`config.mk`:
```
export PLATFORM = sky130hd
export DESIGN_NAME = fp32_addmul_unit
export DESIGN_NICKNAME = d
export VERILOG_FILES = /design/src/rtl/fp32_addmul_unit.sv
export SDC_FILE = /design/constraint.sdc
export NUM_CORES = 1
export LEC_CHECK = 0
export CORE_MARGIN = 5
export CORE_UTILIZATION = 55
export CTS_CLUSTER_DIAMETER = 120
export CTS_CLUSTER_SIZE = 24
export DETAILED_ROUTE_END_ITERATION = 7
export HOLD_SLACK_MARGIN = 0.03
export MAX_ROUTING_LAYER = met4
export PLACE_DENSITY = 0.8
export RECOVER_POWER = 25
export SLEW_MARGIN = 10
export SYNTH_ARGS = -nofsm -noshare
export SYNTH_HDL_FRONTEND = slang
export SYNTH_SLANG_ARGS = --single-unit
```
`constraint.sdc`:
```
create_clock -name clk -period 18.1 [get_ports clk]
set_clock_uncertainty 0.05 [all_clocks]
set_input_delay 3.62 -clock clk [delete_from_list [all_inputs] [get_ports clk]]
set_output_delay 3.62 -clock clk [all_outputs]
set_load 0.1 [all_outputs]
```
`src/rtl/fp32_addmul_unit.sv`:
```
// Pipelined binary32 adder (OP=0) or multiplier (OP=1), round-to-nearest-even, flush-to-zero.
// Operands are registered on operation_nd; result/rdy appear LATENCY clocks after that edge.
module fp32_addmul_unit #(
    parameter int OP      = 0,
    parameter int LATENCY = 4
) (
    input  logic        clk,
    input  logic        rst,
    input  logic [31:0] a,
    input  logic [31:0] b,
    input  logic        operation_nd,
    output logic        operation_rfd,
    output logic [31:0] result,
    output logic        rdy
);
    localparam logic [31:0] QNAN = 32'h7FC0_0000;

    // valid/ready: a/b are taken on every rising edge with operation_nd=1 (rfd is
    // always 1 out of reset); rdy pulses for one cycle per completed operation.

    function automatic logic [4:0] lzc27(input logic [26:0] v);
        logic [4:0] c;
        c = 5'd0;
        for (int i = 0; i < 27; i++)
            if (v[i]) c = 5'(26 - i);
        return c;
    endfunction

    // n = {hidden+23 mantissa bits, guard, round, sticky}; e is the biased exponent
    function automatic logic [31:0] round_pack(input logic s, input logic signed [11:0] e,
                                               input logic [26:0] n);
        logic [24:0]        mr;
        logic signed [11:0] ef;
        logic               rup;
        rup = n[2] & (n[1] | n[0] | n[3]);
        mr  = {1'b0, n[26:3]} + {24'd0, rup};
        ef  = e;
        if (mr[24]) begin
            ef = e + 12'sd1;
            mr = mr >> 1;
        end
        if (ef <= 12'sd0)       return {s, 31'd0};
        else if (ef >= 12'sd255) return {s, 8'hFF, 23'd0};
        else                    return {s, ef[7:0], mr[22:0]};
    endfunction

    function automatic logic [31:0] fp_add(input logic [31:0] x, input logic [31:0] y);
        logic               xz, yz, xi, yi, xn, yn;
        logic [31:0]        big, sml;
        logic [7:0]         d;
        logic [49:0]        sh;
        logic [26:0]        al, mbx, n;
        logic [27:0]        s;
        logic [4:0]         lz;
        logic signed [11:0] e;
        xz = (x[30:23] == 8'd0);
        yz = (y[30:23] == 8'd0);
        xi = (x[30:23] == 8'hFF) && (x[22:0] == 23'd0);
        yi = (y[30:23] == 8'hFF) && (y[22:0] == 23'd0);
        xn = (x[30:23] == 8'hFF) && (x[22:0] != 23'd0);
        yn = (y[30:23] == 8'hFF) && (y[22:0] != 23'd0);
        if (xn || yn) return QNAN;
        if (xi && yi && (x[31] != y[31])) return QNAN;
        if (xi) return x;
        if (yi) return y;
        if (xz && yz) return {x[31] & y[31], 31'd0};
        if (xz) return y;
        if (yz) return x;
        if (x[30:0] >= y[30:0]) begin
            big = x;
            sml = y;
        end else begin
            big = y;
            sml = x;
        end
        d   = big[30:23] - sml[30:23];
        sh  = {1'b1, sml[22:0], 26'd0} >> d;
        al  = {sh[49:24], |sh[23:0]};
        mbx = {1'b1, big[22:0], 3'd0};
        if (big[31] == sml[31]) s = {1'b0, mbx} + {1'b0, al};
        else                    s = {1'b0, mbx} - {1'b0, al};
        if (s == 28'd0) return 32'd0;
        if (s[27]) begin
            n = {s[27:2], s[1] | s[0]};
            e = $signed({4'd0, big[30:23]}) + 12'sd1;
        end else begin
            lz = lzc27(s[26:0]);
            n  = s[26:0] << lz;
            e  = $signed({4'd0, big[30:23]}) - $signed({7'd0, lz});
        end
        return round_pack(big[31], e, n);
    endfunction

    function automatic logic [31:0] fp_mul(input logic [31:0] x, input logic [31:0] y);
        logic               xz, yz, xi, yi, xn, yn, s;
        logic [47:0]        p;
        logic [26:0]        n;
        logic signed [11:0] e;
        xz = (x[30:23] == 8'd0);
        yz = (y[30:23] == 8'd0);
        xi = (x[30:23] == 8'hFF) && (x[22:0] == 23'd0);
        yi = (y[30:23] == 8'hFF) && (y[22:0] == 23'd0);
        xn = (x[30:23] == 8'hFF) && (x[22:0] != 23'd0);
        yn = (y[30:23] == 8'hFF) && (y[22:0] != 23'd0);
        s  = x[31] ^ y[31];
        if (xn || yn) return QNAN;
        if ((xi && yz) || (yi && xz)) return QNAN;
        if (xi || yi) return {s, 8'hFF, 23'd0};
        if (xz || yz) return {s, 31'd0};
        p = {24'd0, 1'b1, x[22:0]} * {24'd0, 1'b1, y[22:0]};
        e = $signed({4'd0, x[30:23]}) + $signed({4'd0, y[30:23]}) - 12'sd127;
        if (p[47]) begin
            n = {p[47:22], |p[21:0]};
            e = e + 12'sd1;
        end else begin
            n = {p[46:21], |p[20:0]};
        end
        return round_pack(s, e, n);
    endfunction

    logic [31:0]          a_q, b_q, calc;
    logic                 nd_q;
    logic [31:0]          pipe_d [LATENCY-1];
    logic [LATENCY-2:0]   pipe_v;

    generate
        if (OP == 1) begin : g_mul
            always_comb calc = fp_mul(a_q, b_q);
        end else begin : g_add
            always_comb calc = fp_add(a_q, b_q);
        end
    endgenerate

    // Data path carries no reset; only the valid bits and visible outputs are cleared.
    always_ff @(posedge clk) begin
        if (operation_nd) begin
            a_q <= a;
            b_q <= b;
        end
        pipe_d[0] <= calc;
        for (int i = 1; i < LATENCY - 1; i++)
            pipe_d[i] <= pipe_d[i-1];
    end

    always_ff @(posedge clk) begin
        if (rst) begin
            nd_q          <= 1'b0;
            pipe_v        <= '0;
            rdy           <= 1'b0;
            result        <= 32'd0;
            operation_rfd <= 1'b0;
        end else begin
            nd_q      <= operation_nd;
            pipe_v[0] <= nd_q;
            for (int i = 1; i < LATENCY - 1; i++)
                pipe_v[i] <= pipe_v[i-1];
            rdy <= pipe_v[LATENCY-2];
            if (pipe_v[LATENCY-2]) result <= pipe_d[LATENCY-2];
            operation_rfd <= 1'b1;
        end
    end
endmodule

```
=== Word-level counts from Yosys, hierarchy flattened ===
Memory sizes are Yosys's and may differ from the RTL's. A register that Yosys moved wholly into a read port is not among the register bits.
Index checks and enable logic that the tools add are counted.

* Multiplexer cells: 148
* Bitwise operators: 5
* Shift-type cells: 2
* Reductions and logical operators: 16
* Order comparisons: 3
* Eq/ne operators: 4
* Add/sub/neg operators: 7

{| class="wikitable"
|+ Operators by type and width
! operator !! count
|-
| 2-to-1 mux 32 bit || 37
|-
| 2-to-1 mux 27 bit || 9
|-
| 2-to-1 mux 28 bit || 8
|-
| 2-to-1 mux 12 bit || 18
|-
| 2-to-1 mux 5 bit || 36
|-
| 2-to-1 mux 31 bit || 2
|-
| right shift 50 x 8 -> 50 bit || 1
|-
| zero test 23 bit || 2
|-
| nonzero test 23 bit || 2
|-
| 2-to-1 mux 1 bit || 37
|-
| greater-or-equal comparator 31 bit || 1
|-
| adder 27 x 27 -> 28 bit || 1
|-
| zero test 28 bit || 1
|-
| subtractor 27 x 27 -> 28 bit || 1
|-
| << shifter 27 x 5 -> 27 bit || 1
|-
| adder 24 x 1 -> 25 bit || 1
|-
| OR reduction 24 bit || 1
|-
| 2-to-1 mux 23 bit || 1
|-
| equality test 8 bit (second input constant) || 2
|-
| zero test 8 bit || 2
|-
| adder 12 x 2 -> 12 bit (second input constant) || 1
|-
| greater-or-equal comparator 12 x 9 -> 1 bit (second input constant) || 1
|-
| less-or-equal comparator 12 x 1 -> 1 bit (second input constant) || 1
|-
| adder 8 x 1 -> 9 bit (second input constant) || 1
|-
| other kinds (8) || 17
|}

* Register bits: 70
* Logic and storage cells: 192
* RAM bits: 96
* Memories kept: 1

{| class="wikitable"
|+ Memory list
! memory !! depth !! bits a word !! read ports !! clocked after Yosys merged registers in !! wr ports !! RTL line !! text
|-
| pipe_d || 3 || 32 || 3 || 1 || 3 || 123 || <nowiki>logic [31:0] pipe_d [LATENCY-1];</nowiki>
|}

=== Logic depth before layout (Yosys ltp) ===
Gate-level depths: netlist of the first run.

* Depth in word-level cells: 115
* Mapped depth: 72

=== Worst setup path before layout of the first run ===
OpenSTA, ideal clock, no wires.

* Kind: register to register
* Start: register a_q[23]
* End: memory pipe_d[0][18]
* Arrival time: 12673 ps
* Buffers on the path: 16
* Cell stages (with the launch flop): 63
* Period minus slack after synthesis: 12860 ps
* Setup slack: 5240 ps
* Path through: edfxtp_1 -> ha_1 -> clkbuf_1 -> nand2_1 -> nor4_4 -> o311ai_1 -> and4_1 -> buf_6 -> nand2_4 -> buf_6 -> buf_2 -> buf_2 -> buf_1 -> buf_1 -> nor2_1 -> nor2_1 -> ha_1 -> clkbuf_1 -> [27 not listed] -> inv_6 -> buf_6 -> ha_1 -> fa_1 -> xor2_1 -> a21oi_1 -> nand3_1 -> or2_2 -> clkbuf_1 -> a21boi_0 -> o22ai_1 -> nand3b_1 -> nor3_1 -> mux2i_1 -> and2b_1 -> nand2_1 -> clkbuf_1 -> a211oi_1

{| class="wikitable"
|+ RTL lines
! element !! RTL line !! text
|-
| start: declaration || 121 || <nowiki>logic [31:0] a_q, b_q, calc;</nowiki>
|-
| start signal: assignment || 137 || <nowiki>a_q <= a;</nowiki>
|-
| end: declaration || 123 ||
|}

==> results of run 1 <==
[synthesized netlist by cell type (62+ instances only)]
master / n / share of area, %
sky130_fd_sc_hd__a21oi_1: 216 / 5.9
sky130_fd_sc_hd__clkbuf_1: 92 / 1.9
sky130_fd_sc_hd__dfxtp_1: 134 / 15
sky130_fd_sc_hd__edfxtp_1: 64 / 10
sky130_fd_sc_hd__ha_1: 88 / 6.0
sky130_fd_sc_hd__inv_1: 98 / 2.0
sky130_fd_sc_hd__mux2i_1: 115 / 6.2
sky130_fd_sc_hd__nand2_1: 250 / 5.1
sky130_fd_sc_hd__nand3_1: 77 / 2.1
sky130_fd_sc_hd__nor2_1: 219 / 4.5
sky130_fd_sc_hd__nor3_1: 62 / 1.7
sky130_fd_sc_hd__o21ai_0: 148 / 4.0
[registers in the layout, summed over array words and instances, names as in the netlist]
signal	cells
pipe_v	3
operation_rfd	1
pipe_d	96
rdy	1
nd_q	1
result	32
a_q	32
b_q	32
[worst max path at each step]
stage | from | end | slack (ns) | cells after the start
5_1_grt | b_q[28] | pipe_d[0][14] | 1.25 | 53
3_3_place_gp | b_q[28] | pipe_d[0][8] | 2.80 | 53
2_1_floorplan | a_q[23] | pipe_d[0][18] | 5.24 | 62
6_report | b_q[6] | pipe_d[0][18] | 2.02 | 53
4_1_cts | b_q[28] | pipe_d[0][18] | 2.61 | 53
3_5_place_dp | b_q[28] | pipe_d[0][18] | 2.74 | 53
[power groups by stage]
stage	logic (W)	registers [W]	clock network (W)
2_1_floorplan	0.00138	0.000639	0
3_3_place_gp	0.00198	0.000661	0
3_5_place_dp	0.00197	0.000665	0
4_1_cts	0.00199	0.000656	0.000388
5_1_grt	0.00219	0.000667	0.000408
6_report	0.00208	0.000657	0.000387
[cell families after synthesis]
| logic type | count (synthesis) | share of synthesized area [%] |
|---|---|---|
| AOI/OAI and AO/OA | 776 | 28.6 |
| xor gates and xnor gates | 57 | 2.83 |
| adders and majority gates | 90 | 6.19 |
| buffers and inverters | 247 | 5.51 |
| DFF | 198 | 25.0 |
| muxes | 145 | 8.43 |
| and+or+nand+nor | 873 | 23.4 |
[through the flow]
stage / hold slack [ns] / cells / util (%) / setup slack (ns) / power (W)
floorplan: 0.260 / 2386 / - / 5.24 / 0.00202
global placement: 0.261 / 2811 / 58.7 / 2.80 / 0.00264
detailed placement: 0.262 / 2811 / 58.7 / 2.74 / 0.00264
CTS: 0.277 / 2843 / 60.5 / 2.61 / 0.00303
global route: 0.282 / 2843 / 60.5 / 1.25 / 0.00326
finish: 0.279 / 2843 / 60.5 / 2.02 / 0.00313
[area by class of cell]
type / instances / area [um2]
fill: 3016 / 13100
multi-input combinational: 1941 / 12800
sequential: 198 / 4610
timing repair buffer: 120 / 1150
tap: 448 / 561
clock buffer: 18 / 439
inverter: 104 / 395
clock inverter: 14 / 168
[per-layer routing]
metal | up-vias | GRT usage, % | wire (um)
met4 | 0 | 22.9 | 5940
met5 | - | - | 0
li1 | 8873 | - | -
met1 | 9369 | 53.6 | 29000
met2 | 1649 | 58.8 | 31300
met3 | 362 | 7.72 | 9490
[worst max-delay path, delay by kind of cell (launching register included)]
kind | cells | cell delay [ns]
AO/OA/AOI/OAI | 25 | 7.46
XOR/XNOR | 1 | 0.16
adder cells (fa/ha/maj) | 6 | 1.94
buffers and inverters | 4 | 0.92
flip-flops | 1 | 0.47
multiplexers | 4 | 1.47
AND/OR/NAND/NOR | 13 | 3.41
==> impl_summary.md, run 1 <==
Routing
After the first detailed-routing iteration, the DRC count stood at 3251. In the routed design, unresolved DRC markers number 1. For this run, the detailed router's first-pass iteration total came to 8. The average wire length per cell after detail routing is 26.7 um. The final route contains 20253 vias.

The number of nets with antenna violations after detailed routing is 0. The final wirelength is 75.8 mm. After detailed routing, the number of vias per cell comes to 7.12.

GRT
The total global routing track utilization is 40.7%. The via count of the first global-routing pass came to 18516. The largest net degree at the start of global routing is 88. The number of antenna violations at the first check in global routing is 1. The first global-routing pass estimated 113 mm of wire. The total congestion overflow after global routing is 0.

Clock tree
Clock-pin slew was measured on the worst setup and hold paths at 0.08 ns. The number of gates resized after CTS was 0. In this run the deepest clock path goes through 2 buffers. The total number of clock tree sinks is 198. Hold repair after CTS inserted 0 buffers. The cell sitting at the root of the clock tree is a sky130_fd_sc_hd__clkbuf_16.

In this run the post-CTS setup repair buffer count came out at 0. TritonCTS built the clock tree. Clock tree synthesis inserted a total of 17 buffers. The H-tree was split into 4 levels.

The worst-skew pair later-pin latency is 0.45 ns.

Pwr
The power spent charging and discharging nets is 0.00168 W. For this design the ratio of total power to cell area is 155 nW/um2. Combinational logic is responsible for 66.6% of the overall power. The internal power of the cells totals 0.00145 W. Across the VDD grid, the largest voltage drop is 0.0747 mV. The switching part of the total power is 53.7%. In this run, the clock network consumes 12.4% of the power.

Of the total power, registers draw 21.0%. In this run the static leakage power is 7.92 nW.

Die
Measured along the x axis, the die boundary spans 193 um. Once the floorplan was initialized, standard cells occupied 55.4% of the core. The row count is 67.

After floorplanning, the core was sized to cover 33300 um2. The area enclosed by the die boundary is 37300 um2. For this design the top-level I/O count stands at 101. The die extent in y is 193 um.

STA
The final hold violation count is 0. Setup violations remaining at the end of the flow were counted as 0. Measured against its own limit, the worst slew margin works out to 21.7%. Summed over all failing endpoints, the final setup total negative slack is 0 ns. The shortest period the worst path allows is 16.08 ns.

The final critical path takes up 88.8% of the cycle. The number of pins exceeding their max-slew limit in the final report is 0. The maximum operating frequency is 62.2 MHz. Setup repair after global routing left no endpoint under its margin. The transition time at the pin with the least slew margin is 1.16 ns.

Worst hold path
The capture endpoint of the worst hold path is pipe_d[2][28]. Along the worst hold path, the cell count comes to 0. The worst hold path begins at pipe_d[1][28]. The worst min-delay path category is flip-flop to flip-flop.

Cells and area
The fraction of final layout cells sized beyond drive strength 1 is 6.68%. The most frequent standard cell in the layout excluding fill and tap cells is sky130_fd_sc_hd__nand2_1. The library cells used most frequently in the layout, excluding fill and tap cells, are 250 x sky130_fd_sc_hd__nand2_1, 219 x sky130_fd_sc_hd__nor2_1, 216 x sky130_fd_sc_hd__a21oi_1, 148 x sky130_fd_sc_hd__o21ai_0, 133 x sky130_fd_sc_hd__dfxtp_1. The repair_antennas step left the layout with diodes totalling 0.

The count of nets after finishing is 2539. From synthesis to final layout, the design area changed by 9.33%. Summing all non-filler instances in the final layout gives an area of 20100 um2.

Critical path
The maximum net fanout on the critical path is 85. In this design, the critical path's most frequently occurring cell is sky130_fd_sc_hd__ha_1. The worst setup path is of the flip-flop to flip-flop kind.

The worst register-to-register path has a depth of 53. At the worst endpoint, the required time is 18.36 ns. Data arrives at the worst endpoint at 16.33 ns. The worst setup path is captured at a flip-flop. The slowest cell on the critical path is sky130_fd_sc_hd__o31ai_1. The end of the worst register-to-register path is pipe_d[0][18]. The startpoint identified for the worst register-to-register timing path is b_q[6].

In this design, the stage delay of the slowest critical-path cell is 0.69 ns. The worst setup path is launched from a flip-flop. The reg-to-reg setup timing slack is 2.02 ns.

Synth
Summing the sequential cell areas from Yosys gives 25.0% of the chip area. In this run, synthesis inferred 64 flip-flops with an integrated enable. Counting flops and latches in the post-synthesis netlist gives 198.

The synthesized netlist cell count is 2386. In the synthesized netlist the dominant register cell turns out to be sky130_fd_sc_hd__dfxtp_1. Counting flops with an async set or reset pin after synthesis yields a share of 0%. The average instance in the mapped netlist occupies 7.72 um2. The number of distinct library cells after synthesis is 113. The synthesized cell area is 18400 um2. The synthesis warning total is 0. When the netlist entered floorplanning its net count stood at 2543.

Placement
The number of input and output port buffers inserted is 100. After legalization and detailed placement, the total HPWL measured 58.7 mm. The routability-driven placement congestion ratio is 1.06. In this run the cell area measured after placement is 19500 um2.

Outcome
The flow ran to the end, but the final reports show violations. The final reports fail on design-rule violations.

Run
The number of violations of the max-capacitance limit is 0.
No activity file was read; power rests on OpenSTA's default activity.
==> inputs of run 2 (changes only) <==
ABC_AREA = 1   (was default)
PLACE_DENSITY = 0.81   (was 0.8)
==> impl_summary.md, run 2 <==
Critical path
The endpoint class of the critical path is a flip-flop. The nature of the critical path startpoint is a flip-flop. The data arrival time of the critical path is 14.86 ns (-1.47 ns). By startpoint and endpoint, the worst setup path is classified as flip-flop to flip-flop. The cell family contributing the most delay on the critical path is simple AND/OR/NAND/NOR gates. The data required time at the worst endpoint was 18.45 ns (+0.09 ns).

The reg-to-reg setup timing slack is 3.59 ns (+1.56 ns). The largest stage delay on the critical path is 0.93 ns (+0.24 ns). The slowest cell on the critical path is sky130_fd_sc_hd__ha_1.

The most numerous cell type found on the critical path is sky130_fd_sc_hd__nand2_1. The worst path buffer plus inverter count was 7 (+3). The maximum net fanout on the critical path was 78 (-8.2%).

Clock tree
The post-cts sizing count is 0 (unchanged). The total clock buffers created by CTS is 17 (unchanged). The worst-skew pair later-pin latency was 0.47 ns (+0.02 ns). The CTS root buffer is sky130_fd_sc_hd__clkbuf_16. The total number of clock tree sinks came to 198 (unchanged).

TritonCTS built the clock tree. The number of hold-repair buffers added at the cts stage is 0 (unchanged). The depth of the CTS H-tree is 4 (unchanged). The number of buffers added for setup after CTS is 0 (unchanged). The CTS clock-pin slew for the worst setup and hold paths is 0.08 ns (about the same). The maximum root-to-sink buffer count came to 2 (unchanged).

Synth
The per-instance average area after synthesis is 6.40 um2 (-17%). The main combinational cell family by area after synthesis is simple AND/OR/NAND/NOR gates. The number of storage elements in the synthesis netlist is 198 (unchanged).

The xor-xnor portion of the synthesized cell area is 2.79% (-0.039 points). The predominant post-synthesis flop cell is sky130_fd_sc_hd__dfxtp_1. The area fraction of the dominant cell type after synthesis came to 16.5% (+2.0 points). The number of distinct library cells after synthesis is 67 (-41%).

The multiplexer share of the synthesized area is 0.123% (-8.3 points). The synthesized cell area is 16200 um2 (-12%). Among all cell types in the netlist, the one instantiated most often is sky130_fd_sc_hd__nand2_1.

The count of flip-flops with a built-in enable after synthesis came to 64 (unchanged). The post-synthesis compound-gate area fraction is 12.2% (-16 points). The synthesized net count came to 2692 (+5.9%). The synthesized-area fraction occupied by and/or/nand/nor cells is 39.4% (+16 points). The library cell with the largest summed area after synthesis is sky130_fd_sc_hd__dfxtp_1. The adder-cell share of the synthesized area was 7.03% (+0.84 points). The async set-reset flop share out of synthesis is 0% (unchanged). Sorting the synthesized cells by area gives the leading types as sky130_fd_sc_hd__dfxtp_1 17%, sky130_fd_sc_hd__nand2_1 16%, sky130_fd_sc_hd__edfxtp_1 12%, sky130_fd_sc_hd__nand3_1 11%, sky130_fd_sc_hd__ha_1 6.8%. Ranked by instance count, the synthesized netlist is headed by 674 x sky130_fd_sc_hd__nand2_1, 353 x sky130_fd_sc_hd__nand3_1, 267 x sky130_fd_sc_hd__inv_1. The synthesis warning total came to 0 (unchanged).

The synthesized netlist cell count came to 2535 (+6.2%). The share of the yosys chip area belonging to registers was 28.4% (+3.4 points).

Cells and area
The number of inserted diodes was 0 (unchanged). The flip-flop count of the largest register, all copies and words added came to 96 (unchanged). The post-route cell area is 17900 um2 (-11%).

The final core utilization is 61.7% (+1.2 points). Leaving out fill and tap cells, the most frequent cells in the layout are 674 x sky130_fd_sc_hd__nand2_1, 353 x sky130_fd_sc_hd__nand3_1, 267 x sky130_fd_sc_hd__inv_1, 224 x sky130_fd_sc_hd__nor2_1, 150 x sky130_fd_sc_hd__o21ai_0. The fraction of final layout cells sized beyond drive strength 1 is 4.78% (-1.9 points). The count of nets after finishing came to 2717 (+7.0%). The most frequent standard cell in the layout excluding fill and tap cells is sky130_fd_sc_hd__nand2_1.

Compared with the post-synthesis result, the final layout area differs by 10.2%. The filler cell count in the final layout was 2709 (-10%). The register name with the most flops is pipe_d.

Die
The die extent in y is 182 um (-5.9%). The horizontal die dimension is 182 um (-5.9%). The area of the core region is 28900 um2 (-13%). The initial core utilization came to 56.1% (+0.70 points).

The area enclosed by the die boundary is 33000 um2 (-11%). The row count was 62 (-7.5%). The number of ports placed on the die boundary is 101 (unchanged).

STA
The maximum operating frequency is 68.9 MHz (+11%). The fraction of the cycle the final worst path needs is 80.2% (-8.6 points). The max-slew headroom at the worst pin is 22.9% (+1.2 points). The final hold violation count came to 0 (unchanged). The transition time at the pin with the least slew margin is 1.15 ns (-0.00901 ns). The setup-violating endpoint count in the final report is 0 (unchanged).

Setup repair after global routing left no endpoint under its margin. The shortest period the worst path allows came to 14.51 ns (-1.56 ns). The number of pins exceeding their max-slew limit in the final report is 0 (unchanged).

The total negative slack for setup checks is 0 ns (unchanged).

Pwr
The power spent charging and discharging nets is 0.00170 W (+1.3%). The clock power share is 12.7% (+0.3 points). The worst vdd rail ir drop is 0.0795 mV (+6.3%). The switching part of the total power is 55.2% (+1.5 points). The share of total power in sequential cells is 21.8% (+0.8 points). The power per unit of standard cell area is 172 nW/um2 (+11%).

The overall power of the completed layout came to 0.00308 W (-1.5%). The leakage power is 8.60 nW (+8.5%). The portion of total power attributed to combinational logic was 65.6% (-1.0 points). The internal cell power came to 0.00138 W (-4.7%).

Routing
The number of search-and-repair iterations in the first detailed-routing pass is 6 (-2). The number of nets with antenna violations after detailed routing is 0 (unchanged). The overall via count from detail_route is 17780 (-12%). The average wire length per cell after detail routing is 19.5 um (-27%). The final wirelength came to 57.6 mm (-24%). The DRC violation count after routing is 0 (-1).

The number of design-rule violations left by the first detailed-router iteration is 2279 (-30%). The average vias per placed instance is 6.01 (-16%).

Placement
The detailed placer's ending HPWL is 44.8 mm (-24%). The routability-driven placement congestion ratio is 1.04 (-2.3%). The total placed instance area is 17300 um2 (-12%). The number of input and output port buffers inserted came to 100 (unchanged).

GRT
The number of antenna violations at the first check in global routing was 1 (unchanged). The first-pass GRT wire length is 87.7 mm (-23%). The largest net degree at the start of global routing is 79 (-10%). The total congestion overflow after global routing was 0 (unchanged). The total global routing track utilization was 34.5% (-6.3 points).

The via count of the first global-routing pass is 15646 (-16%).

Run
The number of violations of the max-capacitance limit came to 0 (unchanged).

Worst hold path
The tightest min-delay check is of the flip-flop to flip-flop type.

Outcome
The flow ran to the end, and the final reports show no timing, DRC or antenna violations.
run 2: cell types whose count changed after synthesis, moves of 28 or more:
| cell | delta |
|---|---|
| sky130_fd_sc_hd__and2_1 | -28 |
| sky130_fd_sc_hd__nand4_1 | +59 |
| sky130_fd_sc_hd__a211oi_1 | -37 |
| sky130_fd_sc_hd__nand3_1 | +276 |
| sky130_fd_sc_hd__clkbuf_1 | -50 |
| sky130_fd_sc_hd__nor3_1 | -42 |
| sky130_fd_sc_hd__inv_1 | +169 |
| sky130_fd_sc_hd__o21ai_1 | +28 |
| sky130_fd_sc_hd__a31oi_1 | -36 |
| sky130_fd_sc_hd__nand2_1 | +424 |
| sky130_fd_sc_hd__a21oi_1 | -97 |
| sky130_fd_sc_hd__mux2i_1 | -113 |
run 2: power by group through the flow:
stage	registers, W	clock network (W)	logic (W)
floorplan	0.000635	0	0.00142
global placement	0.000672	0	0.00194
detailed placement	0.000674	0	0.00195
CTS	0.000664	0.000394	0.00196
global route	0.000675	0.000413	0.00221
finish	0.000670	0.000391	0.00202
run 2: path summary, 6_finish.rpt:
path,from,to,depth (start not counted)
worst min register to register,pipe_d[1][6],pipe_d[2][6],0
worst max-delay path,b_q[23],pipe_d[0][30],72
worst max register to register,b_q[23],pipe_d[0][30],72
worst min-delay path,pipe_d[1][6],pipe_d[2][6],0
run 2: layout make-up:
| type | count | area, um2 | area share [%] |
|---|---|---|---|
| clock inverters | 14 | 178 | 0.994 |
| well taps | 384 | 480 | 2.69 |
| multi-input cells | 1941 | 9990 | 55.9 |
| clock buffers | 18 | 439 | 2.46 |
| inverters | 290 | 1090 | 6.11 |
| flip-flops and latches | 198 | 4600 | 25.8 |
| repair buffers | 112 | 1090 | 6.08 |
run 2: cell families after synthesis:
logic type      count (synthesis)
simple gates                 1437
buf+inv                       396
compound gates                362
flops                         198
fa+ha+maj                      90
xor+xnor                       50
mux                             2
run 2: layer usage:
metal	share of wire (%)	vias to the layer above	GRT usage [%]	routed length, um
met4	3.2	0	10.2	1830
met1	43	8138	47.5	24600
met5	0	-	-	0
li1	-	8467	-	-
met3	10	129	6.22	5950
met2	44	1046	51.9	25200
run 2: per-stage QoR:
| stage | setup slack [ns] | hold WS (ns) | cells |
|---|---|---|---|
| 3_5_place_dp | 4.07 | 0.262 | 2925 |
| 2_1_floorplan | 8.34 | 0.260 | 2535 |
| 5_1_grt | 2.24 | 0.283 | 2957 |
| 3_3_place_gp | 4.32 | 0.261 | 2925 |
| 6_report | 3.59 | 0.275 | 2957 |
| 4_1_cts | 4.00 | 0.279 | 2957 |
